[src/rtl/filt_sample_sequencer.sv]
`default_nettype none
// ============================================================================
// Module  : filt_sample_sequencer
// Brief   : Buffers XADC samples, issues them to the filters over start/done,
//           and streams captured results out on valid/ready.
// Revision: 1.0 - initial release
// ============================================================================
module filt_sample_sequencer #(
    parameter int XADC_DATA_SIZE = 16,
    parameter int FIFO_AW        = 4,
    parameter int START_CYCLES   = 2,
    parameter int TIMEOUT_CYCLES = 4096,
    parameter int TO_W           = 13
) (
    input  logic                      clk,
    input  logic                      rst_n,
    input  logic                      enable,
    input  logic [1:0]                sel_in,
    input  logic [XADC_DATA_SIZE-1:0] adc_data,
    input  logic                      adc_valid,
    output logic                      filt_start,
    output logic [1:0]                filt_select,
    output logic [XADC_DATA_SIZE-1:0] filt_input,
    input  logic [XADC_DATA_SIZE-1:0] filt_result,
    input  logic                      filt_done,
    output logic [XADC_DATA_SIZE-1:0] res_data,
    output logic [1:0]                res_sel,
    output logic                      res_valid,
    input  logic                      res_ready,
    output logic [FIFO_AW:0]          fifo_level,
    output logic                      overflow,
    output logic                      timeout,
    input  logic                      clear_flags,
    output logic                      busy
);

    localparam logic [FIFO_AW:0] c_DEPTH      = {1'b1, {FIFO_AW{1'b0}}};
    localparam logic [FIFO_AW:0] c_LEVEL_ONE  = {{FIFO_AW{1'b0}}, 1'b1};
    localparam logic [TO_W-1:0]  c_CNT_ONE    = TO_W'(1);
    localparam logic [TO_W-1:0]  c_START_LAST = TO_W'(START_CYCLES - 1);
    localparam logic [TO_W-1:0]  c_TO_LAST    = TO_W'(TIMEOUT_CYCLES - 1);

    typedef enum logic [1:0] {
        S_IDLE  = 2'd0,
        S_START = 2'd1,
        S_WAIT  = 2'd2,
        S_OUT   = 2'd3
    } state_t;

    state_t                    r_state;
    logic [XADC_DATA_SIZE-1:0] r_mem [0:(1<<FIFO_AW)-1];
    logic [FIFO_AW-1:0]        r_wr_ptr;
    logic [FIFO_AW-1:0]        r_rd_ptr;
    logic [FIFO_AW:0]          r_level;
    logic                      r_done_d;
    logic [TO_W-1:0]           r_cnt;

    logic w_empty;
    logic w_full;
    logic w_pop;
    logic w_push;
    logic w_done_rise;

    assign w_empty     = (r_level == '0);
    assign w_full      = (r_level == c_DEPTH);
    assign w_pop       = (r_state == S_IDLE) && enable && !w_empty;
    // A full FIFO still takes a sample when the head leaves in the same cycle.
    assign w_push      = adc_valid && (!w_full || w_pop);
    assign w_done_rise = filt_done && !r_done_d;

    assign fifo_level  = r_level;
    assign busy        = (r_state != S_IDLE);

    always_ff @(posedge clk) begin
        if (w_push) begin
            r_mem[r_wr_ptr] <= adc_data;
        end
    end

    always_ff @(posedge clk or negedge rst_n) begin
        if (!rst_n) begin
            r_wr_ptr <= '0;
            r_rd_ptr <= '0;
            r_level  <= '0;
            overflow <= 1'b0;
        end else begin
            if (w_push) begin
                r_wr_ptr <= r_wr_ptr + 1'b1;
            end
            if (w_pop) begin
                r_rd_ptr <= r_rd_ptr + 1'b1;
            end
            unique case ({w_push, w_pop})
                2'b10:   r_level <= r_level + c_LEVEL_ONE;
                2'b01:   r_level <= r_level - c_LEVEL_ONE;
                default: r_level <= r_level;
            endcase
            if (adc_valid && !w_push) begin
                overflow <= 1'b1;
            end else if (clear_flags) begin
                overflow <= 1'b0;
            end
        end
    end

    always_ff @(posedge clk or negedge rst_n) begin
        if (!rst_n) begin
            r_state     <= S_IDLE;
            r_done_d    <= 1'b0;
            r_cnt       <= '0;
            filt_start  <= 1'b0;
            filt_select <= 2'b00;
            filt_input  <= '0;
            res_data    <= '0;
            res_sel     <= 2'b00;
            res_valid   <= 1'b0;
            timeout     <= 1'b0;
        end else begin
            r_done_d <= filt_done;
            if (clear_flags) begin
                timeout <= 1'b0;
            end
            unique case (r_state)
                S_IDLE: begin
                    if (w_pop) begin
                        filt_input  <= r_mem[r_rd_ptr];
                        filt_select <= (sel_in == 2'b11) ? 2'b00 : sel_in;
                        filt_start  <= 1'b1;
                        r_cnt       <= '0;
                        r_state     <= S_START;
                    end
                end
                S_START: begin
                    if (r_cnt == c_START_LAST) begin
                        filt_start <= 1'b0;
                        r_cnt      <= '0;
                        r_state    <= S_WAIT;
                    end else begin
                        r_cnt <= r_cnt + c_CNT_ONE;
                    end
                end
                S_WAIT: begin
                    if (w_done_rise) begin
                        res_data  <= filt_result;
                        res_sel   <= filt_select;
                        res_valid <= 1'b1;
                        r_state   <= S_OUT;
                    end else if (r_cnt == c_TO_LAST) begin
                        // Placed after the clear so a same-cycle timeout wins.
                        timeout <= 1'b1;
                        r_state <= S_IDLE;
                    end else begin
                        r_cnt <= r_cnt + c_CNT_ONE;
                    end
                end
                S_OUT: begin
                    if (res_ready) begin
                        res_valid <= 1'b0;
                        r_state   <= S_IDLE;
                    end
                end
                default: r_state <= S_IDLE;
            endcase
        end
    end

endmodule
`default_nettype wire
[config.mk]
export PLATFORM = sky130hd
export DESIGN_NAME = filt_sample_sequencer
export DESIGN_NICKNAME = d
export VERILOG_FILES = /design/src/rtl/filt_sample_sequencer.sv
export SDC_FILE = /design/constraint.sdc
export NUM_CORES = 1
export LEC_CHECK = 0
export ABC_CLOCK_PERIOD_IN_PS = 3290
export CORE_UTILIZATION = 30
export DETAILED_ROUTE_END_ITERATION = 12
export PLACE_DENSITY_LB_ADDON = 0.2
export SYNTH_ARGS = -nofsm -noshare
export SYNTH_HDL_FRONTEND = slang
export SYNTH_SLANG_ARGS = --single-unit
[constraint.sdc]
create_clock -name clk -period 3.29 [get_ports clk]
set_clock_uncertainty 0.05 [all_clocks]
set_input_delay 0.329 -clock clk [delete_from_list [all_inputs] [get_ports clk]]
set_output_delay 0.329 -clock clk [all_outputs]
set_load 0.02 [all_outputs]
* After elaboration in Yosys (flattened, before gate mapping)
Memory sizes are Yosys's and may differ from the RTL's. A register that Yosys moved wholly into a read port is not among the register bits.
Cells that the tools add are included.
** Word-level totals
- Word-level logic and storage cells :: 87
- RAM bits :: 256
- Output and inout port bits :: 46
- Register bits :: 53
- Memories kept :: 1
- Input port bits :: 41
** Cells by class
- Add/subtract/negate cells :: 5
- Mux-type cells :: 27
- Reduce and logical (&&, ||, !) cells :: 25
- Eq/ne operators :: 16
** Memories
- r_mem :: words 16, width 16, rd ports 1, clocked after Yosys merged registers in 1, wr ports 1, RTL line 51 : logic [XADC_DATA_SIZE-1:0] r_mem [0:(1<<FIFO_AW)-1];
** Operators with widths (count)
- $mux W13 :: 4
- $pmux W13 S3 :: 1
- $add A13 B1 Y13 const B :: 1
- $eq A13 B1 Y1 const B :: 1
- $eq A13 B12 Y1 const B :: 1
- $mux W1 :: 12
- $mux W2 :: 6
- $ne A2 B2 Y1 const B :: 6
- $pmux W5 S2 :: 1
- $reduce_bool A2 Y1 :: 5
- $add A4 B1 Y4 const B :: 2
- $eq A2 B2 Y1 const B :: 4
- $pmux W2 S4 :: 1
- $reduce_and A4 Y1 :: 2
- $reduce_and A3 Y1 :: 2
- $add A5 B1 Y5 const B :: 1
- $eq A5 B5 Y1 const B :: 1
- $logic_and A1 B1 Y1 :: 5
- $logic_not A1 Y1 :: 5
- $logic_not A5 Y1 :: 1
- $sub A5 B1 Y5 const B :: 1
- $eq A2 B1 Y1 const B :: 2
- $pmux W1 S2 :: 2
- $reduce_and A2 Y1 :: 2
- 4 further kinds :: 4

* Logic depth before layout (Yosys ltp)
- Depth after elaboration :: 8
- Gate-level depth with buffers :: 13
- Gate-level depth less buffers :: 13

* Least setup slack after synthesis
OpenSTA, ideal clock, no wires.
- Path kind :: register to register
- From :: register r_state[0]
- To :: memory r_mem[3][0], enable pin
- Setup slack :: 138 ps
- Clock period less this slack :: 3152 ps
- Arrival time :: 2693 ps
- Cell stages (with the launch flop) :: 7
- Setup time :: 409 ps
- Buffers on the path :: 0
- Cell sequence :: dfrtp_1 -> inv_1 -> ha_1 -> nand2_1 -> a31oi_1 -> nand2_1 -> nor3_1
** Between the ends
- Cells in the longest elaborated chain, start to end :: 7
** Ends and longest elaborated chain
- start: declaration :: RTL line 50 : state_t r_state;
- start signal: assignment :: RTL line 108 : r_state <= S_IDLE;
- start signal: assignment :: RTL line 130 : r_state <= S_START;
- start signal: assignment :: RTL line 137 : r_state <= S_WAIT;
- $logic_not A2 Y1 :: RTL line 66 : assign w_pop = (r_state == S_IDLE) && enable && !w_empty;
- $logic_and A1 B1 Y1 (2 in series) :: RTL line 66
- $logic_or A1 B1 Y1 :: RTL line 68 : assign w_push = adc_valid && (!w_full || w_pop);
- $logic_and A1 B1 Y1 :: RTL line 68
- $mux W1 :: RTL line 75 : if (w_push) begin
- $mux W1 (implied by the code) :: RTL line 76 : r_mem[r_wr_ptr] <= adc_data;
- end: declaration :: RTL line 51
Every way passes these cells.

* Worst setup path after layout
- From :: register r_state[1]
- To :: register r_level[4], in the netlist fifo_level[4]
** Between the ends
- Cells in the longest elaborated chain, start to end :: 7
- Elaborated cells between the ends (all ways) :: 9
- Those cells by class :: 2 x eq/ne; 1 x mux; 6 x reduce/logical
** Ends and longest elaborated chain
- $logic_not A2 Y1 (*) :: RTL line 66
- $logic_and A1 B1 Y1 (*) (2 in series) :: RTL line 66
- $logic_or A1 B1 Y1 :: RTL line 68
- $logic_and A1 B1 Y1 :: RTL line 68
- $eq A2 B1 Y1 or $eq A2 B2 Y1 (tied branches) :: RTL line 93 : unique case ({w_push, w_pop})
- $pmux W5 S2 or $reduce_bool A2 Y1 (tied branches)
- end signal: assignment :: RTL line 94 : 2'b10: r_level <= r_level + c_LEVEL_ONE;
- end signal: assignment :: RTL line 95 : 2'b01: r_level <= r_level - c_LEVEL_ONE;
- end signal: assignment :: RTL line 96 : default: r_level <= r_level;
- end: declaration :: RTL line 54 : logic [FIFO_AW:0] r_level;
Mark *: on every way between the ends. The rest lies on a longest branch, timed or not.
A chain may end at the register's enable or synchronous reset.

==> results by group <==
Worst setup path
  • Reg-to-Reg Start: r_state[1]
  • CP max stage cell: dfrtp_1
  • Max FO, Critical Path: 5
  • Worst setup EP type: flop
  • Req. time, crit path: about 3.6 ns
  • Worst r2r path cells: 13
  • Crit start category: flop
  • Critical Setup Path Class: reg -> reg
  • Crit path to: fifo_level[4]
  • Slowest stage delay, CP: around 0.42 ns
  • Reg2Reg Capture Point: fifo_level[4]
  • Arrival @ worst endpoint: about 3.2 ns
  • Most frequent CP cell: ha_1
  • Critical path, cell by cell: inv_1 > ha_1 > nand2_1 > a31oi_1 > inv_1 > ha_1 > xor2_1 > ha_1 > nand3b_1 > o21ai_0 > a222oi_1 > nor2_1 > xnor2_1
  • R2R Setup Slk: approximately 0.42 ns
  • CP Launch Point: r_state[1]

Floorplan
  • Die W: between 200 and 250 microns
  • Initial Util: 0.3067
  • Area of the die: 0.04411 sq mm
  • Ports: 87
  • Height of the die: 210.0 microns
  • Cell Rows: 75
  • Core area: between 0.04 and 0.05 sq mm

Routing
  • Vias per inst: around 4.7
  • Final wirelength: just over 30000 microns
  • DRC viols: 0
  • WL/cell: between 20 and 25 microns
  • DRT Pass-1 Iters: 4
  • Initial drt markers: about 520
  • DR vias: ~6800
  • Routed Antenna Nets: 0

GRT
  • Vias in the first global route: a little over 7000
  • Antenna violations before repair: 1
  • First-pass GRT wire length: about 46000 microns
  • Total grt overflow: 0
  • Pin count of the biggest net entering global routing: a little under 70
  • Total GRT Usage: 0.1424

Timing
  • Fin. Hold Viols: 0
  • Max-slew headroom: 0.3559
  • Crit share post-route: 0.8728
  • Setup total negative slack: 0 ns
  • Post-layout min period: roughly 2.9 ns
  • Slew Limit Fails: 0
  • Slew @ Worst Pin: about 0.96 ns
  • RSZ-0062 raised after global routing: false
  • WHS: 0.2623 ns
  • Setup Viol. Count Final: 0
  • Peak Freq: 0.3483 GHz

Yosys
  • Synth Area per Inst: between 15 and 20 sq um
  • Register bit total from synthesis: between 300 and 400
  • Largest cells by area after synthesis: edfxtp_1 59%, dfrtp_1 13%, mux4_2 11%
  • Post-synthesis cell type count: 50
  • Syn Inst Count: 698
  • Post-synth EDFFs: 256
  • Yosys warning count: 0
  • Post-Syn Nets: between 700 and 800
  • Synth top area share: 0.5922
  • Area leader, netlist: edfxtp_1
  • Post-Synthesis Cell Area: approximately 0.013 sq mm
  • Register area share after synthesis: 0.7252
  • Main flop type after synthesis: edfxtp_1
  • Synth async-reset ratio: 0.2123

Clocking
  • Clock sink count: roughly 330
  • Maximum clock path buffer count: 3
  • Post-CTS Setup Inserts: 0
  • Clock Latency Late Sink: 0.54 ns
  • CTS tree: yes
  • Total CTS buffers: 37
  • Post-CTS Hold Buffers: 1
  • # resized after CTS: 0
  • CTS Root Buffer Type: clkbuf_16
  • Clock-pin slew on the worst setup and hold paths: approximately 0.05 ns
  • H-tree levels: 2

Finish
  • Layout cell share with drive strength beyond 1: 0.2367
  • Area Overhead vs Synth: 23.05%
  • Storage cell area: around 0.0094 sq mm
  • Finished Core Util: 0.3774
  • Area of the multi-input gates: 0.003388 sq mm
  • Diode count: 0
  • Fillcell total: between 3000 and 4000
  • # nets final: roughly 900

Place
  • Final GP Congestion: between 0.7 and 0.8
  • Detailed Place HPWL: around 19000 microns
  • PortBufs: 86

Worst hold path
  • Hold Path Cell Cnt: 1
  • HP Class: in -> reg

Pwr
  • Worst VDD drop: 383.1 uV
  • Power per cell area: between 800 and 900 mW/mm^2
  • Leak: approximately 0.0055 uW

Run
  • Max Cap Viol: 0

Run status
  • Status: complete, no violations
critical path: cells and delay by family (launching register included):
kind	cells	cell delay, ns
simple gates	3	0.35
flops	1	0.42
compound gates	3	0.70
xor+xnor	2	0.29
buf+inv	2	0.24
fa+ha+maj	3	0.72
kinds of logic (layout without fill, tap and decap cells):
group,Yosys count,after routing,share of synthesized area
AND/OR/NAND/NOR,107,107,0.04174
buffers and inverters,51,215,0.01841
multiplexers,114,114,0.1513
XOR/XNOR,13,13,0.008771
adder cells (fa/ha/maj),15,15,0.01446
AO/OA/AOI/OAI,73,73,0.04010
flip-flops,325,325,0.7252
where the power goes:
part	switching [uW]	internal [uW]
clock	1630	2220
combinational	2320	2090
sequential	417	5110
total	4370	9420
worst min-delay path by stage:
stage / endpoint / from
floorplan: fifo_level[0] / rst_n
detailed placement: overflow / rst_n
CTS: r_done_d / filt_done
global route: r_done_d / filt_done
finish: r_done_d / filt_done
global placement: overflow / rst_n
registers in the layout (all words and copies together) (netlist names):
| register | cells |
|---|---|
| r_rd_ptr | 4 |
| overflow | 1 |
| timeout | 1 |
| res_valid | 1 |
| res_sel | 2 |
| r_done_d | 1 |
| r_wr_ptr | 4 |
| filt_start | 1 |
| filt_input | 16 |
| filt_select | 2 |
| fifo_level | 5 |
| r_cnt | 13 |
| r_mem | 256 |
| res_data | 16 |
| r_state | 2 |
per-stage QoR:
stage / instances / instance area [sq um] / power, uW / setup WS, ns
2_1_floorplan: 698 / 12980 / 8409 / 0.1381
3_3_place_gp: 1370 / 14830 / 10120 / 0.4018
3_5_place_dp: 1370 / 14830 / 10120 / 0.3553
4_1_cts: 1439 / 15970 / 14030 / 0.4028
5_1_grt: 1439 / 15970 / 14540 / 0.1394
6_report: 1439 / 15970 / 13780 / 0.4186
synthesized netlist by cell type (all sizes together), types with 5 or more instances:
cell    instances
edfxtp        256
dfrtp          69
mux4           64
nor2           41
mux2i          32
o21ai          25
buf            19
nand2          19
mux2           18
a221oi         17
inv            17
clkbuf         15
ha             15
o31ai           9
xnor2           8
a31oi           7
a21oi           6
nand3           6
nor3            6
nand2b          5
nand4           5
xor2            5
per-layer routing:
layer,vias to the layer above,GRT usage,wire (microns)
li1,3062,-,-
met1,3519,0.1964,13910
met2,170,0.2312,14610
met3,39,0.02697,1537
met4,2,0.03750,507
met5,-,0,13
final cells by class:
cell class,count,share of cell area
Clock inverter,14,0.006032
Sequential cell,325,0.5898
Tap cell,577,0.04520
Timing Repair Buffer,130,0.07771
Multi-Input combinational cell,322,0.2121
Inverter,17,0.003995
Clock buffer,54,0.06517
cell usage in the layout (no fill, tap or decap), drive strengths merged, types with 5 or more instances in the layout:
cell,n
a21oi,6
a221oi,17
a31oi,7
buf,44
clkbuf,54
clkdlybuf4s50,85
clkinv,12
dfrtp,69
edfxtp,256
ha,15
inv,18
mux2,18
mux2i,32
mux4,64
nand2,19
nand2b,5
nand3,6
nand4,5
nor2,41
nor3,6
o21ai,25
o31ai,9
xnor2,8
xor2,5
No activity file was read; power rests on OpenSTA's default activity.
